## src/rtl/dct_pkg.sv

```systemverilog
// Shared definitions for the 8-point DCT MAC engine: FSM states, loop sizes,
// the cosine coefficient generator and the output round/saturate helper.
package dct_pkg;

    localparam int N_POINTS     = 8;
    localparam int FETCH_CYCLES = 8;
    localparam int MAC_CYCLES   = 64;

    typedef enum logic [2:0] {
        IDLE,
        FETCH,
        FILL,
        MAC,
        DONE
    } state_t;

    // cos(j*pi/16) scaled by 2^24 for j = 0..8
    function automatic longint cos_base_q24(input int j);
        case (j)
            0:       return 64'sd16777216;
            1:       return 64'sd16454846;
            2:       return 64'sd15500126;
            3:       return 64'sd13949745;
            4:       return 64'sd11863283;
            5:       return 64'sd9320923;
            6:       return 64'sd6420363;
            7:       return 64'sd3273072;
            default: return 64'sd0;
        endcase
    endfunction

    // round(2^frac * s(k) * cos((2n+1)k*pi/16)); s(0) = cos(pi/4)/2, s(k>0) = 1/2
    function automatic int dct_coef(input int k, input int n, input int frac);
        int     m;
        longint v;
        m = ((2 * n + 1) * k) % 32;
        if (m <= 8)
            v = cos_base_q24(m);
        else if (m <= 16)
            v = -cos_base_q24(16 - m);
        else if (m <= 24)
            v = -cos_base_q24(m - 16);
        else
            v = cos_base_q24(32 - m);
        if (k == 0)
            v = cos_base_q24(4);
        return int'(((v <<< frac) + (longint'(1) <<< 24)) >>> 25);
    endfunction

    function automatic longint round_sat(input longint acc, input int frac, input int out_w);
        longint r;
        longint hi;
        longint lo;
        r  = (acc + (longint'(1) <<< (frac - 1))) >>> frac;
        hi = (longint'(1) <<< (out_w - 1)) - 1;
        lo = -(longint'(1) <<< (out_w - 1));
        if (r > hi)
            r = hi;
        else if (r < lo)
            r = lo;
        return r;
    endfunction

endpackage

```

## src/rtl/dct_8_mac_engine_if.sv

```systemverilog
// Sample-memory read port and coefficient write port of the DCT engine.
interface dct_8_mac_engine_if #(
    parameter int IN_WIDTH   = 8,
    parameter int OUT_WIDTH  = 12,
    parameter int ADDR_WIDTH = 9
);
    logic                        fetch_en;
    logic [ADDR_WIDTH-1:0]       fetch_addr;
    logic [IN_WIDTH-1:0]         fetch_data;
    logic                        result_wr;
    logic [2:0]                  result_addr;
    logic signed [OUT_WIDTH-1:0] result_data;

    modport master (
        output fetch_en, fetch_addr, result_wr, result_addr, result_data,
        input  fetch_data
    );

    modport slave (
        input  fetch_en, fetch_addr, result_wr, result_addr, result_data,
        output fetch_data
    );
endinterface

```

## src/rtl/dct_coef_rom.sv

```systemverilog
// 64-entry cosine coefficient lookup indexed by {k, n}, built at elaboration.
module dct_coef_rom #(
    parameter int COEF_FRAC = 12
) (
    input  logic [5:0]                idx,
    output logic signed [COEF_FRAC+1:0] coef
);
    import dct_pkg::*;

    logic signed [COEF_FRAC+1:0] rom_q [64];

    for (genvar i = 0; i < 64; i++) begin : g_rom
        assign rom_q[i] = (COEF_FRAC+2)'(dct_coef(i / 8, i % 8, COEF_FRAC));
    end

    assign coef = rom_q[idx];
endmodule

```

## src/rtl/dct_8_mac_engine.sv

```systemverilog
// Strided 8-sample fetch, optional level shift, sequential MAC 1-D DCT-II and
// rounded/saturated coefficient write-back.
module dct_8_mac_engine #(
    parameter int IN_WIDTH   = 8,
    parameter int OUT_WIDTH  = 12,
    parameter int ADDR_WIDTH = 9,
    parameter int COEF_FRAC  = 12
) (
    input  logic                  clock,
    input  logic                  reset,
    input  logic                  start,
    input  logic [ADDR_WIDTH-1:0] base_addr,
    input  logic [ADDR_WIDTH-1:0] stride,
    input  logic                  level_shift,
    output logic                  busy,
    output logic                  done,
    dct_8_mac_engine_if.master    bus
);
    import dct_pkg::*;

    localparam int ACC_WIDTH = IN_WIDTH + COEF_FRAC + 5;
    localparam int X_WIDTH   = IN_WIDTH + 1;

    state_t                      state;
    state_t                      next_state;
    logic [5:0]                  cnt;
    logic [ADDR_WIDTH-1:0]       addr;
    logic [ADDR_WIDTH-1:0]       stride_q;
    logic                        level_shift_q;
    logic                        cap_en;
    logic [2:0]                  cap_idx;
    logic signed [X_WIDTH-1:0]   x [N_POINTS];
    logic signed [X_WIDTH-1:0]   x_in;
    logic signed [COEF_FRAC+1:0] coef;
    logic signed [ACC_WIDTH-1:0] prod;
    logic signed [ACC_WIDTH-1:0] acc;
    logic signed [ACC_WIDTH-1:0] acc_next;
    logic                        row_end;

    // In MAC the counter is {k, n}, which is exactly the ROM index
    dct_coef_rom #(.COEF_FRAC(COEF_FRAC)) u_rom (
        .idx  (cnt),
        .coef (coef)
    );

    always_ff @(posedge clock) begin
        if (reset)
            state <= IDLE;
        else
            state <= next_state;
    end

    always_comb begin
        next_state = state;
        case (state)
            IDLE:    if (start) next_state = FETCH;
            FETCH:   if (cnt == 6'(FETCH_CYCLES - 1)) next_state = FILL;
            FILL:    next_state = MAC;
            MAC:     if (cnt == 6'(MAC_CYCLES - 1)) next_state = DONE;
            DONE:    next_state = IDLE;
            default: next_state = IDLE;
        endcase
    end

    assign busy           = (state != IDLE);
    assign done           = (state == DONE);
    assign bus.fetch_en   = (state == FETCH);
    assign bus.fetch_addr = addr;

    // Subtracting 2^(IN_WIDTH-1) from an unsigned sample just inverts its MSB
    assign x_in = level_shift_q
                ? {~bus.fetch_data[IN_WIDTH-1], ~bus.fetch_data[IN_WIDTH-1], bus.fetch_data[IN_WIDTH-2:0]}
                : {bus.fetch_data[IN_WIDTH-1], bus.fetch_data};

    assign prod     = ACC_WIDTH'(x[cnt[2:0]]) * ACC_WIDTH'(coef);
    assign acc_next = (cnt[2:0] == 3'd0) ? prod : acc + prod;
    assign row_end  = (state == MAC) && (cnt[2:0] == 3'd7);

    always_ff @(posedge clock) begin
        if (reset) begin
            cnt             <= '0;
            addr            <= '0;
            stride_q        <= '0;
            level_shift_q   <= 1'b0;
            cap_en          <= 1'b0;
            cap_idx         <= '0;
            acc             <= '0;
            bus.result_wr   <= 1'b0;
            bus.result_addr <= '0;
            bus.result_data <= '0;
            for (int i = 0; i < N_POINTS; i++)
                x[i] <= '0;
        end else begin
            cnt     <= (next_state != state) ? 6'd0 : cnt + 6'd1;
            cap_en  <= (state == FETCH);
            cap_idx <= cnt[2:0];
            if (state == IDLE && start) begin
                addr          <= base_addr;
                stride_q      <= stride;
                level_shift_q <= level_shift;
            end else if (state == FETCH) begin
                addr <= addr + stride_q;
            end
            // Read data trails its fetch by one cycle, so sample 7 lands in FILL
            if (cap_en)
                x[cap_idx] <= x_in;
            if (state == MAC)
                acc <= acc_next;
            bus.result_wr <= row_end;
            if (row_end) begin
                bus.result_addr <= cnt[5:3];
                bus.result_data <= OUT_WIDTH'(round_sat(longint'(acc_next), COEF_FRAC, OUT_WIDTH));
            end
        end
    end
endmodule

```

## src/flat_wrapper.sv

```systemverilog
// flat-port wrapper written by rule: the top's interface ports become plain ports
module dct_8_mac_engine_flat import dct_pkg::*;
#(
    parameter int IN_WIDTH   = 8,
    parameter int OUT_WIDTH  = 12,
    parameter int ADDR_WIDTH = 9,
    parameter int COEF_FRAC  = 12
)
  (clock, reset, start, base_addr, stride, level_shift, busy, done, bus_fetch_en, bus_fetch_addr, bus_result_wr, bus_result_addr, bus_result_data, bus_fetch_data);
  dct_8_mac_engine_if #(.IN_WIDTH(IN_WIDTH), .OUT_WIDTH(OUT_WIDTH), .ADDR_WIDTH(ADDR_WIDTH)) bus_i ();
  input  logic clock;
  input  logic reset;
  input  logic start;
  input  logic [ADDR_WIDTH-1:0] base_addr;
  input  logic [ADDR_WIDTH-1:0] stride;
  input  logic level_shift;
  output logic busy;
  output logic done;
  output wire logic [$bits(bus_i.fetch_en)-1:0] bus_fetch_en;
  output wire logic [$bits(bus_i.fetch_addr)-1:0] bus_fetch_addr;
  output wire logic [$bits(bus_i.result_wr)-1:0] bus_result_wr;
  output wire logic [$bits(bus_i.result_addr)-1:0] bus_result_addr;
  output wire logic [$bits(bus_i.result_data)-1:0] bus_result_data;
  input wire logic [$bits(bus_i.fetch_data)-1:0] bus_fetch_data;
  assign bus_fetch_en = bus_i.fetch_en;
  assign bus_fetch_addr = bus_i.fetch_addr;
  assign bus_result_wr = bus_i.result_wr;
  assign bus_result_addr = bus_i.result_addr;
  assign bus_result_data = bus_i.result_data;
  assign bus_i.fetch_data = bus_fetch_data;
  dct_8_mac_engine #(.IN_WIDTH(IN_WIDTH), .OUT_WIDTH(OUT_WIDTH), .ADDR_WIDTH(ADDR_WIDTH), .COEF_FRAC(COEF_FRAC)) u_core (.clock(clock), .reset(reset), .start(start), .base_addr(base_addr), .stride(stride), .level_shift(level_shift), .busy(busy), .done(done), .bus(bus_i));
endmodule
```

## config.mk

```make
export PLATFORM = sky130hd
export DESIGN_NAME = dct_8_mac_engine_flat
export DESIGN_NICKNAME = d
export VERILOG_FILES = /design/src/rtl/dct_pkg.sv /design/src/rtl/dct_8_mac_engine_if.sv /design/src/rtl/dct_coef_rom.sv /design/src/rtl/dct_8_mac_engine.sv /design/src/flat_wrapper.sv
export SDC_FILE = /design/constraint.sdc
export NUM_CORES = 1
export LEC_CHECK = 0
export BUFFER_PORTS_ARGS = -buffer_cell sky130_fd_sc_hd__buf_2
export CAP_MARGIN = 5
export CELL_PAD_IN_SITES_DETAIL_PLACEMENT = 0
export CELL_PAD_IN_SITES_GLOBAL_PLACEMENT = 2
export CORE_MARGIN = 2
export CORE_UTILIZATION = 40
export CTS_BUF_LIST = sky130_fd_sc_hd__clkbuf_8 sky130_fd_sc_hd__clkbuf_16
export DETAILED_ROUTE_END_ITERATION = 16
export HOLD_SLACK_MARGIN = 0.1
export PLACE_DENSITY = 0.8
export SLEW_MARGIN = 25
export SYNTH_ARGS = -nofsm -noshare
export SYNTH_HDL_FRONTEND = slang
export SYNTH_SLANG_ARGS = --single-unit
```

## constraint.sdc

```tcl
create_clock -name clock -period 13.7 [get_ports clock]
set_input_delay 0.685 -clock clock [delete_from_list [all_inputs] [get_ports clock]]
set_output_delay 0.685 -clock clock [all_outputs]
set_load 0.1 [all_outputs]
```

==> results.md, run 1 <==
- Outcome: complete, no violations
- HPWL after detailed placement: roughly 26,000 um
- Total core area: roughly 32,000 um^2
- CTS Root Cell: sky130_fd_sc_hd__clkbuf_16
- Dominant synthesized flop cell: sky130_fd_sc_hd__dfxtp_1
- Hold Vio Cnt, Final: 0
- # resized after CTS: 0
- Non-Filler Cell Area, Final: between 10,000 and 15,000 um^2
- Synth Register Bits: 137
- Number of clock buffers inserted by TritonCTS: 17
- Worst Path Class, Setup: flip-flop to flip-flop
- Final RePlAce weighted congestion: approximately 0.84
- CP Launch Point: u_core.cnt[1]$_SDFF_PP0_
- Clock latency on the worst-skew pair: about 460 ps
- Clk_skew: 24.7 ps
- Clock tree from TritonCTS: yes
- Global-route wire length before repair: between 50,000 and 60,000 um
- Inst Count DP: about 1,900
- Cts-stage hold buffer count: 0
- Global routing usage summed across all routing layers: between 20% and 30%
- Die X-Extent: 185 um
- Via count normalized by instance count: around 5.4
- Area fraction of the dominant cell type after synthesis: approximately 15%
- Y dimension of the die: between 150 and 200 um
- Number of setup buffers added after CTS: 0
- Num rows: 66
- Antenna violations before repair: 1
- Hold depth: 2
- Number of antenna-violating nets in the routed design: 0
- Congestion Overflow GR: 0
- Final worst path period need: approximately 10,000 ps
- Delay contributed by the slowest stage of the critical path: roughly 670 ps
- Clock transition at the register clock pins on the worst setup and hold paths after CTS: ~60 ps
- Async set or reset register ratio after synthesis: 0%
- I/O pin count: 58
- Sum of negative setup slack: 0 ps
- Startpoint of the worst-slack reg-to-reg timing path: u_core.cnt[1]$_SDFF_PP0_
- Non-filler cells in the finished layout: between 1,500 and 2,000
- Bufs on Longest Clock Path: 2
- Number of H-tree levels: 4
- Register-to-Register Path Depth: 34
- Largest net degree at the start of global routing: between 70 and 80
- Number of pins exceeding their max-slew limit in the final report: 0
- Total length of routed wires: 34,700 um
- # setup viols final: 0
- First DRT Iteration DRCs: around 830
- Post-synthesis instance area: between 10,000 and 15,000 um^2
- DP Area: 13,800 um^2
- Overall via count from detail_route: roughly 11,000
- Avg Cell Area, Syn: just under 9 um^2
- Remaining DRCs: 0
- Synth Instances: 1,475
- Slowest-stage cell, CP: sky130_fd_sc_hd__o311ai_4
- Worst-Margin Slew: 999 ps
- R2r endpoint: u_core.bus.result_data[8]$_SDFFE_PP0P_
- Max VDD drop: 0.000270 V
- Number of warnings issued by yosys: 0
- Total power density per cell area: between 200 and 250 nW/um^2
- Routed length per placed instance: approximately 18 um
- Headroom to the max-slew limit: approximately a third
- Data arrival, critical path: roughly 11,000 ps
- Synthesis-to-layout area growth: 9.52%
- Data required time at the worst endpoint: about 14,000 ps
- Starting utilization of the core area: between 40% and 50%
- Total Die Area: 34,300 um^2
- Worst reg2reg setup slack: about 3300 ps
- Total Nets Final: roughly 1,700
- Number of detailed-routing iterations run before antenna repair: 5
- Biggest area contributors in the synthesized netlist: sky130_fd_sc_hd__fa_1 15%, sky130_fd_sc_hd__edfxtp_1 15%, sky130_fd_sc_hd__dfxtp_1 11%, sky130_fd_sc_hd__ha_1 9.0%, sky130_fd_sc_hd__nor2_1 4.4%
- Hold Path Class: flip-flop to flip-flop
- MaxCap Viol Count: 0
- Clock Sinks: approximately 140
- Crit share post-route: 76.2%
- Number of synthesized flops with an enable pin: 64
- Count of buffers from port buffering: between 50 and 60
- Leak pwr: 6.03 nW
- Highest Clock Rate: ~96 MHz
- Capture point of the critical path: u_core.bus.result_data[8]$_SDFFE_PP0P_
- Hold Path Origin: u_core.stride_q[2]$_SDFFE_PP0P_
- Seq/Total Area, Yosys: 25.8%
- Unique cell type count in the Yosys netlist: 76
- Worst Setup End Kind: flip-flop
- Via count of the first global-routing pass: between 10,000 and 15,000
- Post-synth top area cell: sky130_fd_sc_hd__fa_1
- Worst setup SP type: flip-flop
- Fraction of layout cells with a size suffix above 1: approximately 11%
- Crit Path Max Fanout: 11
- Commonest cells in the netlist: 154 x sky130_fd_sc_hd__nor2_1, 150 x sky130_fd_sc_hd__nand2_1, 114 x sky130_fd_sc_hd__inv_1
- Unrepaired setup endpoints after global routing: false
- Most common cell in the synthesized netlist: sky130_fd_sc_hd__nor2_1
- Net count after synthesis: about 1,700
- Fill cells: between 3,000 and 4,000
## worst max-delay path: cells and delay by family (launching register included)
kind	cells	cell delay, ps
xor+xnor	2	490
fa+ha+maj	9	3810
buf+inv	5	500
flops	1	310
simple gates	7	1900
compound gates	11	3230
## placed cells by master, fill, tap and decap left out, types with 19 or more instances in the layout
master                     count
sky130_fd_sc_hd__nor2_1      154
sky130_fd_sc_hd__nand2_1     150
sky130_fd_sc_hd__inv_1       116
sky130_fd_sc_hd__fa_1         99
sky130_fd_sc_hd__ha_1         94
sky130_fd_sc_hd__a21oi_1      91
sky130_fd_sc_hd__dfxtp_1      72
sky130_fd_sc_hd__edfxtp_1     64
sky130_fd_sc_hd__and2_1       63
sky130_fd_sc_hd__o21ai_0      62
sky130_fd_sc_hd__buf_2        57
sky130_fd_sc_hd__nand2b_1     33
sky130_fd_sc_hd__xnor2_1      32
sky130_fd_sc_hd__nor3_1       29
sky130_fd_sc_hd__a211oi_1     27
sky130_fd_sc_hd__o211ai_1     20
sky130_fd_sc_hd__nand3_1      19
## power breakdown
part	internal, mW	switching [mW]	total [mW]	leakage [nW]
Combinational	0.742	1.40	2.15	4.49
Sequential	0.441	0.00678	0.447	1.25
Clock	0.256	0.202	0.458	0.278
Total	1.44	1.61	3.05	6.03
## layout make-up
cell class	instances	area, um^2	share of cell area [%]
Sequential cell	137	3380	23.5
Clock buffer	18	439	3.06
Clock inverter	14	125	0.870
Tap cell	442	553	3.85
Multi-Input combinational cell	1146	9030	62.8
Antenna cell	1	2.50	0.0174
Timing Repair Buffer	74	413	2.87
Inverter	115	432	3.00
## cells by family after synthesis
kind of cell,Yosys count,share of synthesized area (%)
simple gates,542,20.0
compound gates,323,16.6
fa+ha+maj,193,24.1
buf+inv,192,5.61
flops,137,25.8
xor+xnor,50,3.44
mux,38,4.47
## worst min path at each step
stage | endpoint | slack [ps]
6_report | u_core.stride_q[2]$_SDFFE_PP0P_ | 460
4_1_cts | u_core.stride_q[5]$_SDFFE_PP0P_ | 460
5_1_grt | u_core.stride_q[2]$_SDFFE_PP0P_ | 480
2_1_floorplan | u_core.acc[2]$_SDFFE_PP0P_ | 440
3_5_place_dp | u_core.bus.result_data[11]$_SDFFE_PP0P_ | 450
3_3_place_gp | u_core.bus.result_data[11]$_SDFFE_PP0P_ | 440
## routing by layer
layer	part of all wire, %	GRT usage, %	vias up
met5	0	0	-
met4	0.97	4.63	0
met3	3.6	3.32	18
met2	48	35.4	192
met1	48	29.4	5187
li1	-	-	5182
## sequential cells by signal, summed over array words and instances, names as in the netlist, 3 cells and up
register / flops
u_core.acc: 25
u_core.bus.result_data: 12
u_core.state: 3
u_core.cnt: 6
u_core.cap_idx: 3
u_core.bus.fetch_addr: 9
u_core.x: 64
u_core.stride_q: 9
u_core.bus.result_addr: 3
## metrics by stage
step / setup WS [ps] / hold slack, ps / utilization (%) / power (mW)
final: 3270 / 456 / 44.3 / 3.05
after global routing: 2440 / 476 / 44.3 / 3.34
after CTS: 3300 / 460 / 44.3 / 3.06
after detailed placement: 3330 / 450 / 42.5 / 2.57
after global placement: 3120 / 441 / 42.5 / 2.58
after floorplan: 3160 / 436 / - / 2.03
Note: power is estimated with default switching activity, not from simulation.
==> run 2, diff against run 1 <==
CORE_UTILIZATION = 36   (was 40)
PLACE_DENSITY = 0.76   (was 0.8)
clock period = 9.1 ns   (was 13.7 ns; I/O delays follow)
==> run 2 against run 1 <==
Critical path depth increased by 1; worst hold slack worse by 230 ps; via count grew 4.4%; worst setup slack worse by 3000 ps; register-to-register slack got worse by 3000 ps; count of clock-buffer cells in the layout shrank 1; clock skew up 5.4 ps; power is 89% higher; sequential share of layout area fell by 2.2 points; non-clock buffer count increased by 104; final cell count rose by 6.3%; flip-flop and latch count did not move; critical endpoint is now u_core.bus.result_data[1]$_SDFFE_PP0P_.
==> results.md, run 2 (same netlist as run 1, synthesis figures left out) <==
- Delay contributed by the slowest stage of the critical path: 580 ps (-90 ps)
- Total area of sequential cells: 3390 um^2 (+0.15%)
- HPWL after detailed placement: 28,100 um (+7.5%)
- Number of detailed-routing iterations run before antenna repair: 5 (unchanged)
- Routed length per placed instance: 17.8 um (-0.30%)
- Die X-Extent: 195 um (+5.3%)
- Count of buffers from port buffering: 57 (unchanged)
- Remaining DRCs: 0 (unchanged)
- Largest net degree at the start of global routing: 79 (+2.6%)
- Leak pwr: 6.69 nW (+11%)
- Highest Clock Rate: 113 MHz (+18%)
- Crit Path Max Fanout: 12 (+1)
- Top flop regs: u_core.x x64, u_core.acc x25, u_core.bus.result_data x12
- Number of clock buffers inserted by TritonCTS: 17 (unchanged)
- Fill cells: 3,593 (+10%)
- Grt peak-use layer: met2
- Fraction of layout cells with a size suffix above 1: 23.4% (+12 points)
- Proportion of power drawn by combinational gates: 75.6% (+5.3 points)
- Data arrival, critical path: 9110 ps (-1600 ps)
- Number of flip-flops under the largest register name: 64 (unchanged)
- Outcome: complete, no violations
- Hold Vio Cnt, Final: 0 (unchanged)
- Switching share of power: 50.2% (-2.7 points)
- Crit share post-route: 96.9% (+21 points)
- PnR worst setup slack: 282 ps (-2980 ps)
- Hold Path Origin: stride[0]
- Worst-Margin Slew: 952 ps (-47.7 ps)
- Most frequent standard cell in the layout excluding fill and tap cells: sky130_fd_sc_hd__nor2_1
- Antenna violations before repair: 0 (-1)
- Global Route met3 Usage: 3.11% (-0.22 points)
- Worst Path Class, Setup: flip-flop to flip-flop
- Total power after layout: 5.77 mW (+89%)
- Congestion Overflow GR: 0 (unchanged)
- Worst Setup End Kind: flip-flop
- Final worst path period need: 8820 ps (-1620 ps)
- Global routing usage summed across all routing layers: 19.7% (-1.7 points)
- Data required time at the worst endpoint: 9390 ps (-4590 ps)
- R2r endpoint: u_core.bus.result_data[1]$_SDFFE_PP0P_
- Slowest-stage cell, CP: sky130_fd_sc_hd__fa_2
- Total Die Area: 38,000 um^2 (+11%)
- Total power density per cell area: 363 nW/um^2 (+71%)
- Global-route wire length before repair: 59,700 um (+4.9%)
- Worst setup SP type: flip-flop
- Register-to-Register Path Depth: 35 (+2.9%)
- Sum of negative setup slack: 0 ps (unchanged)
- Clock transition at the register clock pins on the worst setup and hold paths after CTS: 90 ps (+30 ps)
- CTS Root Cell: sky130_fd_sc_hd__clkbuf_16
- Max VDD drop: 0.000385 V (+43%)
- End point of the most critical hold path: u_core.stride_q[0]$_SDFFE_PP0P_
- Number of pins exceeding their max-slew limit in the final report: 0 (unchanged)
- # setup viols final: 0 (unchanged)
- Startpoint of the worst-slack reg-to-reg timing path: u_core.cnt[0]$_SDFF_PP0_
- Clock tree from TritonCTS: yes
- Global Route met2 Usage: 32.6% (-2.8 points)
- Worst reg2reg setup slack: 280 ps (-2980 ps)
- Y dimension of the die: 195 um (+5.3%)
- Most frequent cells in the layout: 150 x sky130_fd_sc_hd__nor2_1, 148 x sky130_fd_sc_hd__nand2_1, 111 x sky130_fd_sc_hd__buf_4
- Headroom to the max-slew limit: 36.6% (+3.2 points)
- Worst slack, placed: -186 ps (-3520 ps)
- MaxCap Viol Count: 0 (unchanged)
- Switch Pwr: 2.90 mW (+80%)
- Final core utilization: 44.5% (+0.20 points)
- Overall via count from detail_route: 11,044 (+4.4%)
- Met1 usage: 26.8% (-2.7 points)
- Part of the power in registers: 11.7% (-3.0 points)
- Multi-input gate area: 9620 um^2 (+6.6%)
- Hold Path Class: primary input to flip-flop
- Number of H-tree levels: 4 (unchanged)
- Total length of routed wires: 36,800 um (+6.0%)
- Total core area: 35,700 um^2 (+10%)
- Bufs on Longest Clock Path: 2 (unchanged)
- Proportion of power drawn by the clock network: 12.7% (-2.3 points)
- Hold depth: 3 (+1)
- First DRT Iteration DRCs: 644 (-22%)
- Num rows: 69 (+4.5%)
- Most flops, register: u_core.x
- Number of antenna-violating nets in the routed design: 0 (unchanged)
- Clock Sinks: 137 (unchanged)
- Clock latency on the worst-skew pair: 470 ps (about the same)
- Internal power of the cells: 2.87 mW (+100%)
- Synthesis-to-layout area growth: 21.2%
- Final RePlAce weighted congestion: 0.863 (+2.4%)
- Via count of the first global-routing pass: 11,081 (+5.5%)
- I/O pin count: 58 (unchanged)
- Via count normalized by instance count: 5.34 (-1.8%)
- Starting utilization of the core area: 36.7% (-3.7 points)
- CP Launch Point: u_core.cnt[0]$_SDFF_PP0_
- Clk_skew: 30.2 ps (+5.43 ps)
- Total Nets Final: 1,818 (+6.1%)
==> run 2: cell count changes in the layout (fill, tap and decap cells not counted), moves of 7 or more <==
cell / delta
sky130_fd_sc_hd__ha_1: -20
sky130_fd_sc_hd__ha_4: +13
sky130_fd_sc_hd__ha_2: +7
sky130_fd_sc_hd__inv_1: -10
sky130_fd_sc_hd__o21ai_1: +7
sky130_fd_sc_hd__inv_2: +7
sky130_fd_sc_hd__o21ai_0: -12
sky130_fd_sc_hd__a21oi_1: -16
sky130_fd_sc_hd__buf_4: +94
sky130_fd_sc_hd__a21oi_2: +12
==> run 2: how the worst max path moves through the flow <==
stage | to | slack (ps) | depth (start not counted)
after floorplan | u_core.bus.result_data[5]$_SDFFE_PP0P_ | 20 | 43
after global placement | u_core.bus.result_data[8]$_SDFFE_PP0P_ | -80 | 37
after detailed placement | u_core.bus.result_data[8]$_SDFFE_PP0P_ | -190 | 36
after CTS | u_core.bus.result_data[1]$_SDFFE_PP0P_ | 20 | 36
after global routing | u_core.bus.result_data[1]$_SDFFE_PP0P_ | -100 | 38
final | u_core.bus.result_data[1]$_SDFFE_PP0P_ | 280 | 35
==> run 2: routing by layer <==
metal,part of all wire (%),vias to the layer above
li1,-,5396
met1,47,5426
met2,48,190
met3,3.9,32
met4,1.4,0
met5,0,-
==> run 2: critical path: cells and delay by family, from the launching register on <==
family                     cells  cell delay, ps
buffers and inverters          6             590
AOI/OAI and AO/OA             13            2790
adders and majority gates      9            3230
xor gates and xnor gates       1             140
and+or+nand+nor                6            1540
DFF                            1             380
==> run 2: cell type report <==
type | instances | share of cell area (%)
Multi-Input combinational cell | 1146 | 60.5
Sequential cell | 137 | 21.3
Timing Repair Buffer | 178 | 7.96
Tap cell | 461 | 3.63
Inverter | 115 | 2.73
Clock buffer | 17 | 2.68
Clock inverter | 15 | 1.19
Antenna cell | 1 | 0.0157
==> run 2: power by group through the flow <==
stage | Sequential [mW] | Combinational (mW) | Clock, mW
after CTS | 0.675 | 3.65 | 0.743
after floorplan | 0.714 | 2.37 | 0
after global placement | 0.688 | 3.61 | 0
after global routing | 0.678 | 4.79 | 0.768
final | 0.675 | 4.36 | 0.731
after detailed placement | 0.688 | 3.58 | 0
==> run 2: what timing repair did <==
| item | in CTS | in global routing |
|---|---|---|
| pin swaps | 1 | 43 |
| resized for setup | 12 | 122 |
| endpoints found under the setup margin | 11 | 12 |
| setup buffers | 0 | 25 |
| hold buffers | 0 | 0 |
| gates cloned | 1 | 1 |
==> run 2: stage by stage <==
step | instance area [um^2] | hold slack, ps | cells
2_1_floorplan | 13300 | 436 | 1475
3_3_place_gp | 14500 | 444 | 2010
3_5_place_dp | 14500 | 449 | 2010
4_1_cts | 15100 | 212 | 2043
5_1_grt | 15900 | 238 | 2069
6_report | 15900 | 231 | 2070
